File: src/rtl/execute_pkg.sv
// Shared types and encodings for the Execute stage and its multi-cycle unit.
package execute_pkg;

  typedef enum logic [1:0] {
    S_IDLE = 2'b00,
    S_MUL  = 2'b01,
    S_DIV  = 2'b10,
    S_DONE = 2'b11
  } state_t;

  // MulDivOp encodings; 2'b11 is reserved and falls through to the ALU path
  localparam logic [1:0] OP_ALU  = 2'b00;
  localparam logic [1:0] OP_MUL  = 2'b01;
  localparam logic [1:0] OP_UDIV = 2'b10;

  // AluControl encodings understood by alu
  localparam logic [3:0] ALU_AND = 4'b0000;
  localparam logic [3:0] ALU_OR  = 4'b0001;
  localparam logic [3:0] ALU_ADD = 4'b0010;
  localparam logic [3:0] ALU_SUB = 4'b0110;
  localparam logic [3:0] ALU_SLT = 4'b0111;
  localparam logic [3:0] ALU_NOR = 4'b1100;

endpackage

File: src/rtl/execute_multicycle_if.sv
// Execute-stage bundle: decoded controls and operands in, results and hazard flags out.
interface execute_multicycle_if #(parameter int N = 64);
  logic         start_E;
  logic [1:0]   MulDivOp;
  logic         BranchToReg;
  logic [1:0]   AluSrc;
  logic [3:0]   AluControl;
  logic [N-1:0] PC_E;
  logic [N-1:0] signImm_E;
  logic [N-1:0] readData1_E;
  logic [N-1:0] readData2_E;
  logic [N-1:0] readData3_E;
  logic [N-1:0] PCBranch_E;
  logic [N-1:0] aluResult_E;
  logic [N-1:0] writeData_E;
  logic         zero_E;
  logic         stall_E;
  logic         done_E;

  // pipeline/decoder side
  modport master (
    output start_E, MulDivOp, BranchToReg, AluSrc, AluControl,
           PC_E, signImm_E, readData1_E, readData2_E, readData3_E,
    input  PCBranch_E, aluResult_E, writeData_E, zero_E, stall_E, done_E
  );

  // Execute stage side
  modport slave (
    input  start_E, MulDivOp, BranchToReg, AluSrc, AluControl,
           PC_E, signImm_E, readData1_E, readData2_E, readData3_E,
    output PCBranch_E, aluResult_E, writeData_E, zero_E, stall_E, done_E
  );
endinterface

File: src/rtl/execute_blocks.sv
// Small datapath building blocks shared across the pipeline: mux2, mux4, sl2, adder, alu.
module mux2 #(parameter int W = 64) (
  input  logic [W-1:0] d0,
  input  logic [W-1:0] d1,
  input  logic         s,
  output logic [W-1:0] y
);
  assign y = s ? d1 : d0;
endmodule

module mux4 #(parameter int W = 64) (
  input  logic [W-1:0] d0,
  input  logic [W-1:0] d1,
  input  logic [W-1:0] d2,
  input  logic [W-1:0] d3,
  input  logic [1:0]   s,
  output logic [W-1:0] y
);
  // plain 4:1 select
  always_comb begin
    case (s)
      2'b00:   y = d0;
      2'b01:   y = d1;
      2'b10:   y = d2;
      default: y = d3;
    endcase
  end
endmodule

module sl2 #(parameter int W = 64) (
  input  logic [W-1:0] a,
  output logic [W-1:0] y
);
  assign y = {a[W-3:0], 2'b00};
endmodule

module adder #(parameter int W = 64) (
  input  logic [W-1:0] a,
  input  logic [W-1:0] b,
  output logic [W-1:0] y
);
  assign y = a + b;
endmodule

module alu import execute_pkg::*; #(parameter int W = 64) (
  input  logic [W-1:0] a,
  input  logic [W-1:0] b,
  input  logic [3:0]   ctrl,
  output logic [W-1:0] y
);
  // single-cycle integer operations; unknown codes yield zero
  always_comb begin
    y = '0;
    case (ctrl)
      ALU_AND: y = a & b;
      ALU_OR:  y = a | b;
      ALU_ADD: y = a + b;
      ALU_SUB: y = a - b;
      ALU_SLT: y = {{(W-1){1'b0}}, ($signed(a) < $signed(b))};
      ALU_NOR: y = ~(a | b);
      default: y = '0;
    endcase
  end
endmodule

File: src/rtl/muldiv_iter.sv
// Iterative unsigned multiplier (shift-add) and restoring divider, one bit per cycle.
module muldiv_iter #(parameter int N = 64) (
  input  logic         clk,
  input  logic         reset,
  input  logic         load,      // latch operands and arm the counter
  input  logic         load_div,  // selects divide for the operation being loaded
  input  logic         run,       // FSM is in an iteration state
  input  logic [N-1:0] a,
  input  logic [N-1:0] b,
  output logic         cnt_zero,
  output logic [N-1:0] result
);
  localparam int CW = $clog2(N);

  logic [CW-1:0] cnt;
  logic          div_mode;
  logic [N-1:0]  op_a;   // multiplicand, shifted left each step
  logic [N-1:0]  op_b;   // multiplier (shifted right) or divisor (constant)
  logic [N-1:0]  acc;    // partial product or running remainder
  logic [N-1:0]  quo;    // dividend shifting out, quotient shifting in
  logic [N:0]    trial;

  // trial subtraction of the divisor from the remainder with the next dividend bit
  assign trial = {acc, quo[N-1]} - {1'b0, op_b};

  assign cnt_zero = (cnt == '0);
  assign result   = div_mode ? quo : acc;

  // operand latch and one iteration per cycle while running
  always_ff @(posedge clk or posedge reset) begin
    if (reset) begin
      cnt      <= '0;
      div_mode <= 1'b0;
      op_a     <= '0;
      op_b     <= '0;
      acc      <= '0;
      quo      <= '0;
    end else if (load) begin
      cnt      <= CW'(N-1);
      div_mode <= load_div;
      op_a     <= a;
      op_b     <= b;
      acc      <= '0;
      quo      <= a;
    end else if (run) begin
      if (cnt != '0) cnt <= cnt - CW'(1);
      if (div_mode) begin
        // divisor of zero always "fits", so the quotient fills with ones
        if (!trial[N]) begin
          acc <= trial[N-1:0];
          quo <= {quo[N-2:0], 1'b1};
        end else begin
          acc <= {acc[N-2:0], quo[N-1]};
          quo <= {quo[N-2:0], 1'b0};
        end
      end else begin
        if (op_b[0]) acc <= acc + op_a;
        op_a <= {op_a[N-2:0], 1'b0};
        op_b <= {1'b0, op_b[N-1:1]};
      end
    end
  end
endmodule

File: src/rtl/execute_multicycle.sv
// Execute stage: zero-latency ALU and branch target, plus a stalling MUL/UDIV unit.
module execute_multicycle import execute_pkg::*; #(parameter int N = 64) (
  input  logic                 clk,
  input  logic                 reset,
  execute_multicycle_if.slave  bus
);
  state_t       state, state_nxt;
  logic         accept;
  logic         in_done;
  logic         cnt_zero;
  logic [N-1:0] src_b;
  logic [N-1:0] alu_out;
  logic [N-1:0] imm_sl2;
  logic [N-1:0] pc_rel;
  logic [N-1:0] iter_result;

  // state register
  always_ff @(posedge clk or posedge reset) begin
    if (reset) state <= S_IDLE;
    else       state <= state_nxt;
  end

  // next state; a new op is only considered from idle
  always_comb begin
    state_nxt = state;
    accept    = 1'b0;
    case (state)
      S_IDLE: begin
        if (bus.start_E && (bus.MulDivOp == OP_MUL || bus.MulDivOp == OP_UDIV)) begin
          accept    = 1'b1;
          state_nxt = (bus.MulDivOp == OP_MUL) ? S_MUL : S_DIV;
        end
      end
      S_MUL, S_DIV: if (cnt_zero) state_nxt = S_DONE;
      S_DONE:       state_nxt = S_IDLE;
      default:      state_nxt = S_IDLE;
    endcase
  end

  assign in_done     = (state == S_DONE);
  // reset gating keeps stall low even if an accept is presented during reset
  assign bus.stall_E = !reset && (accept || state == S_MUL || state == S_DIV);
  assign bus.done_E  = in_done;

  muldiv_iter #(.N(N)) u_iter (
    .clk      (clk),
    .reset    (reset),
    .load     (accept),
    .load_div (bus.MulDivOp == OP_UDIV),
    .run      (state == S_MUL || state == S_DIV),
    .a        (bus.readData1_E),
    .b        (bus.readData2_E),
    .cnt_zero (cnt_zero),
    .result   (iter_result)
  );

  mux4 #(.W(N)) u_srcb (
    .d0 (bus.readData2_E),
    .d1 (bus.signImm_E),
    .d2 (bus.readData3_E),
    .d3 (bus.readData3_E),
    .s  (bus.AluSrc),
    .y  (src_b)
  );

  alu #(.W(N)) u_alu (
    .a    (bus.readData1_E),
    .b    (src_b),
    .ctrl (bus.AluControl),
    .y    (alu_out)
  );

  sl2 #(.W(N)) u_sl2 (
    .a (bus.signImm_E),
    .y (imm_sl2)
  );

  adder #(.W(N)) u_pcadd (
    .a (imm_sl2),
    .b (bus.PC_E),
    .y (pc_rel)
  );

  mux2 #(.W(N)) u_brsel (
    .d0 (pc_rel),
    .d1 (bus.readData1_E),
    .s  (bus.BranchToReg),
    .y  (bus.PCBranch_E)
  );

  mux2 #(.W(N)) u_ressel (
    .d0 (alu_out),
    .d1 (iter_result),
    .s  (in_done),
    .y  (bus.aluResult_E)
  );

  assign bus.writeData_E = bus.readData2_E;
  assign bus.zero_E      = (bus.aluResult_E == '0);

endmodule

File: src/flat_wrapper.sv
// flat-port wrapper written by rule: the top's interface ports become plain ports
module execute_multicycle_flat import execute_pkg::*;
#(parameter int N = 64)
  (clk, reset, bus_start_E, bus_MulDivOp, bus_BranchToReg, bus_AluSrc, bus_AluControl, bus_PC_E, bus_signImm_E, bus_readData1_E, bus_readData2_E, bus_readData3_E, bus_PCBranch_E, bus_aluResult_E, bus_writeData_E, bus_zero_E, bus_stall_E, bus_done_E);
  execute_multicycle_if #(.N(N)) bus_i ();
  input  logic clk;
  input  logic reset;
  input wire logic [$bits(bus_i.start_E)-1:0] bus_start_E;
  input wire logic [$bits(bus_i.MulDivOp)-1:0] bus_MulDivOp;
  input wire logic [$bits(bus_i.BranchToReg)-1:0] bus_BranchToReg;
  input wire logic [$bits(bus_i.AluSrc)-1:0] bus_AluSrc;
  input wire logic [$bits(bus_i.AluControl)-1:0] bus_AluControl;
  input wire logic [$bits(bus_i.PC_E)-1:0] bus_PC_E;
  input wire logic [$bits(bus_i.signImm_E)-1:0] bus_signImm_E;
  input wire logic [$bits(bus_i.readData1_E)-1:0] bus_readData1_E;
  input wire logic [$bits(bus_i.readData2_E)-1:0] bus_readData2_E;
  input wire logic [$bits(bus_i.readData3_E)-1:0] bus_readData3_E;
  output wire logic [$bits(bus_i.PCBranch_E)-1:0] bus_PCBranch_E;
  output wire logic [$bits(bus_i.aluResult_E)-1:0] bus_aluResult_E;
  output wire logic [$bits(bus_i.writeData_E)-1:0] bus_writeData_E;
  output wire logic [$bits(bus_i.zero_E)-1:0] bus_zero_E;
  output wire logic [$bits(bus_i.stall_E)-1:0] bus_stall_E;
  output wire logic [$bits(bus_i.done_E)-1:0] bus_done_E;
  assign bus_i.start_E = bus_start_E;
  assign bus_i.MulDivOp = bus_MulDivOp;
  assign bus_i.BranchToReg = bus_BranchToReg;
  assign bus_i.AluSrc = bus_AluSrc;
  assign bus_i.AluControl = bus_AluControl;
  assign bus_i.PC_E = bus_PC_E;
  assign bus_i.signImm_E = bus_signImm_E;
  assign bus_i.readData1_E = bus_readData1_E;
  assign bus_i.readData2_E = bus_readData2_E;
  assign bus_i.readData3_E = bus_readData3_E;
  assign bus_PCBranch_E = bus_i.PCBranch_E;
  assign bus_aluResult_E = bus_i.aluResult_E;
  assign bus_writeData_E = bus_i.writeData_E;
  assign bus_zero_E = bus_i.zero_E;
  assign bus_stall_E = bus_i.stall_E;
  assign bus_done_E = bus_i.done_E;
  execute_multicycle #(.N(N)) u_core (.clk(clk), .reset(reset), .bus(bus_i));
endmodule
File: config.mk
export PLATFORM = sky130hd
export DESIGN_NAME = execute_multicycle_flat
export DESIGN_NICKNAME = d
export VERILOG_FILES = /design/src/rtl/execute_pkg.sv /design/src/rtl/execute_multicycle_if.sv /design/src/rtl/execute_blocks.sv /design/src/rtl/muldiv_iter.sv /design/src/rtl/execute_multicycle.sv /design/src/flat_wrapper.sv
export SDC_FILE = /design/constraint.sdc
export NUM_CORES = 2
export LEC_CHECK = 0
export BUFFER_PORTS_ARGS = -buffer_cell sky130_fd_sc_hd__buf_4
export CAP_MARGIN = 10
export CORE_MARGIN = 4
export CORE_UTILIZATION = 55
export DETAILED_ROUTE_END_ITERATION = 6
export PLACE_DENSITY = 0.82
export SLEW_MARGIN = 10
export SYNTH_ARGS = -nofsm -noshare
export SYNTH_HDL_FRONTEND = slang
export SYNTH_HIERARCHICAL = 1
export SYNTH_SLANG_ARGS = --single-unit
export TNS_END_PERCENT = 20
File: constraint.sdc
create_clock -name clk -period 10.7 [get_ports clk]
set_clock_uncertainty 0.1 [all_clocks]
set_input_delay 1.07 -clock clk [delete_from_list [all_inputs] [get_ports clk]]
set_output_delay 1.07 -clock clk [all_outputs]
set_load 0.005 [all_outputs]
======== Word level (Yosys, flattened, before mapping) ========
Index checks and enable logic that the tools add are counted.
storage, ports and cells
  input port bits ......................... 332
  output and inout bits ................... 195
  logic and storage cells ................. 83
  register bits ........................... 265
  bits in writable memories ............... 0
  ROM bits ................................ 0
  memories ................................ 0
  latch bits .............................. 0
cells by class
  equality and inequality tests ........... 14
  shift operators ......................... 0
  add/subtract/negate cells ............... 6
  divide/modulo/power cells ............... 0
  bitwise operators ....................... 3
  reductions and logical operators ........ 23
  magnitude comparators ................... 1
  multiply operators ...................... 0
  multiplexer cells ....................... 29
operators with widths
  kind                   number
  $mux W64               17
  $pmux W64 S6           1
  $add A64 B64 Y64       3
  $pmux W64 S2           1
  $sub A65 B64 Y65       1
  $and A64 B64 Y64       1
  $logic_not A64 Y1      1
  $lt A64 B64 Y1         1
  $not A64 Y64           1
  $or A64 B64 Y64        1
  $sub A64 B64 Y64       1
  $mux W6                3
  $reduce_and A2 Y1      5
  $eq A4 B3 Y1 const B   2
  $eq A2 B1 Y1 const B   3
  $eq A2 B2 Y1 const B   3
  $logic_not A6 Y1       1
  $mux W2                3
  $ne A2 B1 Y1 const B   3
  $pmux W2 S3            1
  $reduce_bool A2 Y1     3
  $reduce_bool A6 Y1     1
  $sub A6 B1 Y6 const B  1
  $eq A4 B1 Y1 const B   1
  other kinds (10)       17

======== Longest topological paths before layout ========
  depth in word-level cells ............... 8
  gate-level depth with buffers ........... 21
  mapped depth without buffers ............ 19

======== Modules after synthesis ========
The synthesis kept the hierarchy.
by module, submodules not included
  module              area an instance (um^2)  cells each  instances  seq. area each (um^2)
  muldiv_iter         20,544.7                 2,454       1          6,581.3
  alu                 10,188.5                 1,575       1          0.0
  adder               3,902.5                  579         1          0.0
  mux2                1,077.3                  71          2          0.0
  mux4                1,622.8                  78          1          0.0
  execute_multicycle  859.6                    110         1          50.0
  sl2                 484.2                    65          1          0.0

======== Worst setup path after synthesis ========
No wires, ideal clock.
  path kind ............................... in2out
  start ................................... in bus_AluSrc[0]
  end ..................................... out bus_zero_E
  cell stages on the path ................. 21
  data required time ...................... 9.530 ns
  arrival time ............................ 5.565 ns
  setup slack ............................. 3.965 ns
  path buffers ............................ 3
  cell sequence ........................... buf_6 > buf_12 > mux4_2 > inv_1 > ha_1 > buf_6 > or4_4 > o21ba_1 > o221ai_2 > o21ai_2 > a311oi_2 > nand2_2 > a2111oi_4 > a311o_2 > o211ai_2 > nor4_1 > o31ai_1 > mux2_2 > nor4_1 > nand4_1 > nor4_2
between the ends
  elaborated cells between the ends (all ways) .. 12
  classes of those cells .................. add/sub: 2; order compare: 1; eq/ne: 1; mux: 3; bitwise: 3; reduce/logical: 2
RTL lines
  element                                                      RTL line                                    source
  start, declared                                              flat_wrapper.sv:11                          input wire logic [$bits(bus_i.AluSrc)-1:0] bus_AluSrc;
  $eq A2 B1 Y1 / $logic_not A2 Y1 (equally long branches)      execute_blocks.sv:21                        case (s)
  $pmux W64 S2 (*)                                             execute_blocks.sv:21
  via u_core.src_b[7]                                          execute_multicycle.sv:11                    logic [N-1:0] src_b;
  $sub A64 B64 Y64 / $add A64 B64 Y64 (equally long branches)  execute_blocks.sv:58, execute_blocks.sv:57
  $pmux W64 S6 (*)                                             execute_blocks.sv:54                        case (ctrl)
  via u_core.alu_out[63]                                       execute_multicycle.sv:12                    logic [N-1:0] alu_out;
  $mux W64 (*)                                                 execute_blocks.sv:8                         assign y = s ? d1 : d0;
  via bus_aluResult_E[63]                                      flat_wrapper.sv:19                          output wire logic [$bits(bus_i.aluResult_E)-1:0] bus_aluResult_E;
  $logic_not A64 Y1 (*)                                        execute_multicycle.sv:99                    assign bus.zero_E = (bus.aluResult_E == '0);
  end, declared                                                flat_wrapper.sv:21                          output wire logic [$bits(bus_i.zero_E)-1:0] bus_zero_E;
Mark *: on every way through the listed nets, which the timed path passes. The rest lies on a longest branch.

======== Worst setup path in the final report ========
  start ................................... in bus_AluSrc[0]
  end ..................................... out bus_zero_E
between the ends
  elaborated cells between the ends (all ways) .. 12
  classes of those cells .................. add/sub: 2; order compare: 1; eq/ne: 1; mux: 3; bitwise: 3; reduce/logical: 2
RTL lines
  element                                                      RTL line
  $eq A2 B1 Y1 / $logic_not A2 Y1 (equally long branches)      execute_blocks.sv:21
  $pmux W64 S2 (*)                                             execute_blocks.sv:21
  via u_core.src_b[32]                                         execute_multicycle.sv:11
  $sub A64 B64 Y64 / $add A64 B64 Y64 (equally long branches)  execute_blocks.sv:58, execute_blocks.sv:57
  $pmux W64 S6 (*)                                             execute_blocks.sv:54
  via u_core.alu_out[58]                                       execute_multicycle.sv:12
  $mux W64 (*)                                                 execute_blocks.sv:8
  $logic_not A64 Y1 (*)                                        execute_multicycle.sv:99
Marks and branches as above.

==> results_dict.tcl <==
set metrics [dict create \
    run_status "finished clean" \
    instances_no_fill 6130 \
    post-place-cells 6077 \
    crit_path_dat_ps 7580 \
    worst_slew_pin_slew_ps 1296 \
    unrepaired_setup_endpoints_after_global_routing "no" \
    synth_enable_flop_cells 0 \
    placementRows 98 \
    route.final.wire_length_um 160100 \
    count_of_warnings_emitted_by_yosys 6 \
    number_of_port_buffers 526 \
    area_delta_synth_final_pct 9.740 \
    post_synth_instance_area_sq_um 39760 \
    globalRouteOverflowTotal 0 \
    grt_antenna_before_repair 13 \
    htreeDepth 1 \
    place_ws_ps 2058 \
    path_max_fanout 34 \
    slew_violations 0 \
    detail_route.first_pass.iterations 6 \
    critical_path_required_ps 9530 \
    groute.layer.met1.usage 0.5425 \
    cts-root-to-sink-buffers 3 \
    core_area_sq_um 71610 \
    postLayoutSetupSlackWorst_ps 1948 \
    yosys_most_used_dff "dfrtp_1" \
    max_cap_violations 0 \
    worst_path_cell_chain "buf_4, buf_4, mux4_2, inv_1, ha_1, or4_1, nor4b_1, or3_1, o21ai_0, a2111o_1, a41oi_1, nor3_1, o21ai_0, a21oi_1, xnor2_1, o21ai_0, mux2_4, nor4_1, nand4_1, nor4_2, buf_4" \
    synthesis.area_per_instance_sq_um 7.947 \
    chipHeight_um 276.9 \
    post_drt_wl_per_cell_um 26.11 \
    grt_pass1_vias 38270 \
    cp.buffers_inverters 4 \
    routabilityCongestion 1.101 \
    tritoncts_clock_tree "done" \
    ys_types 114 \
    total_die_area_sq_um 76650 \
    slowest_delay_ps 660 \
    synth_top_cell_area_share 0.1668 \
    clock_sink_count 265 \
    cts.clk_slew.worst_paths_ps 70 \
    cpMaxStageDelayCell "buf_4" \
    post_synth_arst_share 1.000 \
    setup_viol 0 \
    timing.critical_path.to_type "output pin" \
    detail-route-antenna-nets 0 \
    fin_util 0.6093 \
    post_synthesis_register_bit_count 265 \
    dp.final_hpwl_um 128600 \
    grt_usage 0.3937 \
    max_slew_margin 0.1359 \
    worst_hold_path_type "input pin to async pin" \
    irDropWorstVdd_v 0.0006413 \
    synthesis.instances 5003 \
    kind_of_cell_adding_the_most_delay_to_the_critical_path "simple AND/OR/NAND/NOR gates" \
    ctsHoldBuffers 0 \
    total_number_of_nets_in_the_final_design 5904 \
    floorplan.die.width_um 276.9 \
    p_per_area_nw_per_um2 237.2 \
    clk_lat_worst_skew_ps 570 \
    cts_inserted_buffers 27 \
    design.portCount 527 \
    overall_power_after_layout_mw 10.35 \
    netlist_top_cells_area "dfrtp_1 17%, ha_1 13%, o21ai_0 5.9%" \
    globalRoute.busiestLayer "met2" \
    grt_first_pass_wirelength_um 237100 \
    synth_seq_area_share 0.1668 \
    grt.met2_usage 0.5896 \
    critical_path.startpoint_type "input pin" \
    post_cts.resized_instances 0 \
    vias_per_cell 6.594 \
    drcViolationCount 0 \
    cts-root-buf "clkbuf_16" \
    fmaxAchievable_ghz 0.1143 \
    post-route-min-period_ps 8752 \
    initial_core_util 0.5552 \
    power_leakage_nw 20.33 \
    detailedRoute.firstIterationViolations 4995 \
    postCtsSetupBuffers 0 \
    vias 40420 \
    tns_ps 0 \
    drive_gt1_frac 0.1786 \
    hold_viol 0 \
    min_period_over_period 0.8179 \
    maximum_number_of_pins_on_one_net_before_global_route_repair 255 \
    grt_use_met3 0.09476 \
    timing.setup.critical_path_class "input pin to output pin" \
    yosys.area.top_type "dfrtp_1" \
]
==> cells in the final DEF (no fill, tap or decap), drive strengths merged, types with 53 or more instances in the layout <==
| master | instances |
|---|---|
| a21o | 128 |
| a21oi | 426 |
| a221oi | 79 |
| buf | 552 |
| dfrtp | 265 |
| ha | 411 |
| inv | 321 |
| mux2 | 192 |
| mux2i | 199 |
| mux4 | 64 |
| nand2 | 512 |
| nand3 | 61 |
| nand4 | 89 |
| nor2 | 315 |
| nor3 | 74 |
| nor4 | 53 |
| o211ai | 53 |
| o21ai | 509 |
| o21bai | 75 |
| xnor2 | 163 |
| xor2 | 84 |
==> flip-flops by register name, indices dropped and copies added, names as in the netlist <==
signal and flops:
u_core/state 2, u_core/u_iter/acc 64, u_core/u_iter/cnt 6, u_core/u_iter/div_mode 1
u_core/u_iter/op_a 64, u_core/u_iter/op_b 64, u_core/u_iter/quo 64
==> power breakdown <==
part / internal [mW] / leakage (nW) / switching, mW
registers: 1.41 / 3.39 / 0.503
clock network: 0.586 / 0.453 / 0.432
logic: 2.91 / 16.5 / 4.51
total: 4.90 / 20.3 / 5.45
==> synthesized netlist by cell type, types with 9 or more instances <==
| library cell | count |
|---|---|
| mux2_4 | 120 |
| mux4_2 | 60 |
| and3_1 | 27 |
| o211ai_1 | 52 |
| nand4_1 | 88 |
| o21ai_1 | 39 |
| nand2_1 | 510 |
| o21bai_1 | 75 |
| a21oi_1 | 421 |
| o31ai_1 | 32 |
| a211oi_1 | 42 |
| dfrtp_1 | 265 |
| a21boi_0 | 12 |
| mux2_2 | 72 |
| a31oi_1 | 44 |
| a221oi_1 | 77 |
| buf_12 | 18 |
| nor2_1 | 314 |
| a21o_1 | 128 |
| a22o_1 | 9 |
| and2_1 | 19 |
| clkbuf_1 | 211 |
| o21a_1 | 33 |
| or4_1 | 9 |
| nand2b_1 | 30 |
| buf_1 | 13 |
| a22oi_1 | 13 |
| o22ai_1 | 9 |
| xor2_1 | 83 |
| buf_4 | 141 |
| or3_1 | 10 |
| nor2b_1 | 38 |
| nor3_1 | 73 |
| o21ai_0 | 468 |
| nor4_1 | 50 |
| inv_1 | 320 |
| buf_2 | 37 |
| xnor2_1 | 163 |
| nand3_1 | 61 |
| a41oi_1 | 10 |
| mux2i_1 | 199 |
| ha_1 | 411 |
| or2_2 | 9 |
==> final cells by class <==
class                      count  area, sq um
antenna                        6        15.01
sequential                   265         6635
fill                        6473        27980
multi-input combinational   3988        29470
clock buffer                  33        738.2
tap                          950         1189
clock inverter                14        186.4
inverter                     322         1216
timing repair buffer         552         4182
==> cells by family (layout without fill, tap and decap cells) <==
family,count (synthesis),after routing,synth area share
xor gates and xnor gates,247,247,0.05460
DFF,265,265,0.1668
other,1,8,0.00009432
AOI/OAI and AO/OA,1602,1602,0.2548
buffers and inverters,751,921,0.09397
muxes,455,455,0.1524
and+or+nand+nor,1266,1266,0.1455
adders and majority gates,416,416,0.1319
==> layer usage <==
layer	vias up	routed length (um)	part of all wire
li1	18330	-	-
met1	19310	65990	0.41
met2	2372	67510	0.42
met3	388	18430	0.12
met4	20	8012	0.050
met5	-	143	0.00089
==> worst paths after layout <==
kind,to,depth (start not counted),from,slack (ps)
worst min register to register,u_core/u_iter/op_b[4],2,u_core/u_iter/op_b[4],410
max in group asynchronous,u_core/u_iter/quo[46],3,reset,8420
worst max-delay path,bus_zero_E,21,bus_AluSrc[0],1950
worst max register to register,u_core/u_iter/quo[0],16,u_core/u_iter/quo[63],5170
worst min-delay path,u_core/state[0],2,reset,290
min in group clk,u_core/u_iter/op_b[4],2,u_core/u_iter/op_b[4],410
==> metrics by stage <==
step                      cell area [sq um]  hold WS (ps)
after global routing                  43620         303.3
after CTS                             43610         282.2
after floorplan                       39760         366.7
after detailed placement              42690         394.1
final                                 43630         290.7
after global placement                42690         385.5
Note: power is estimated with default switching activity, not from simulation.
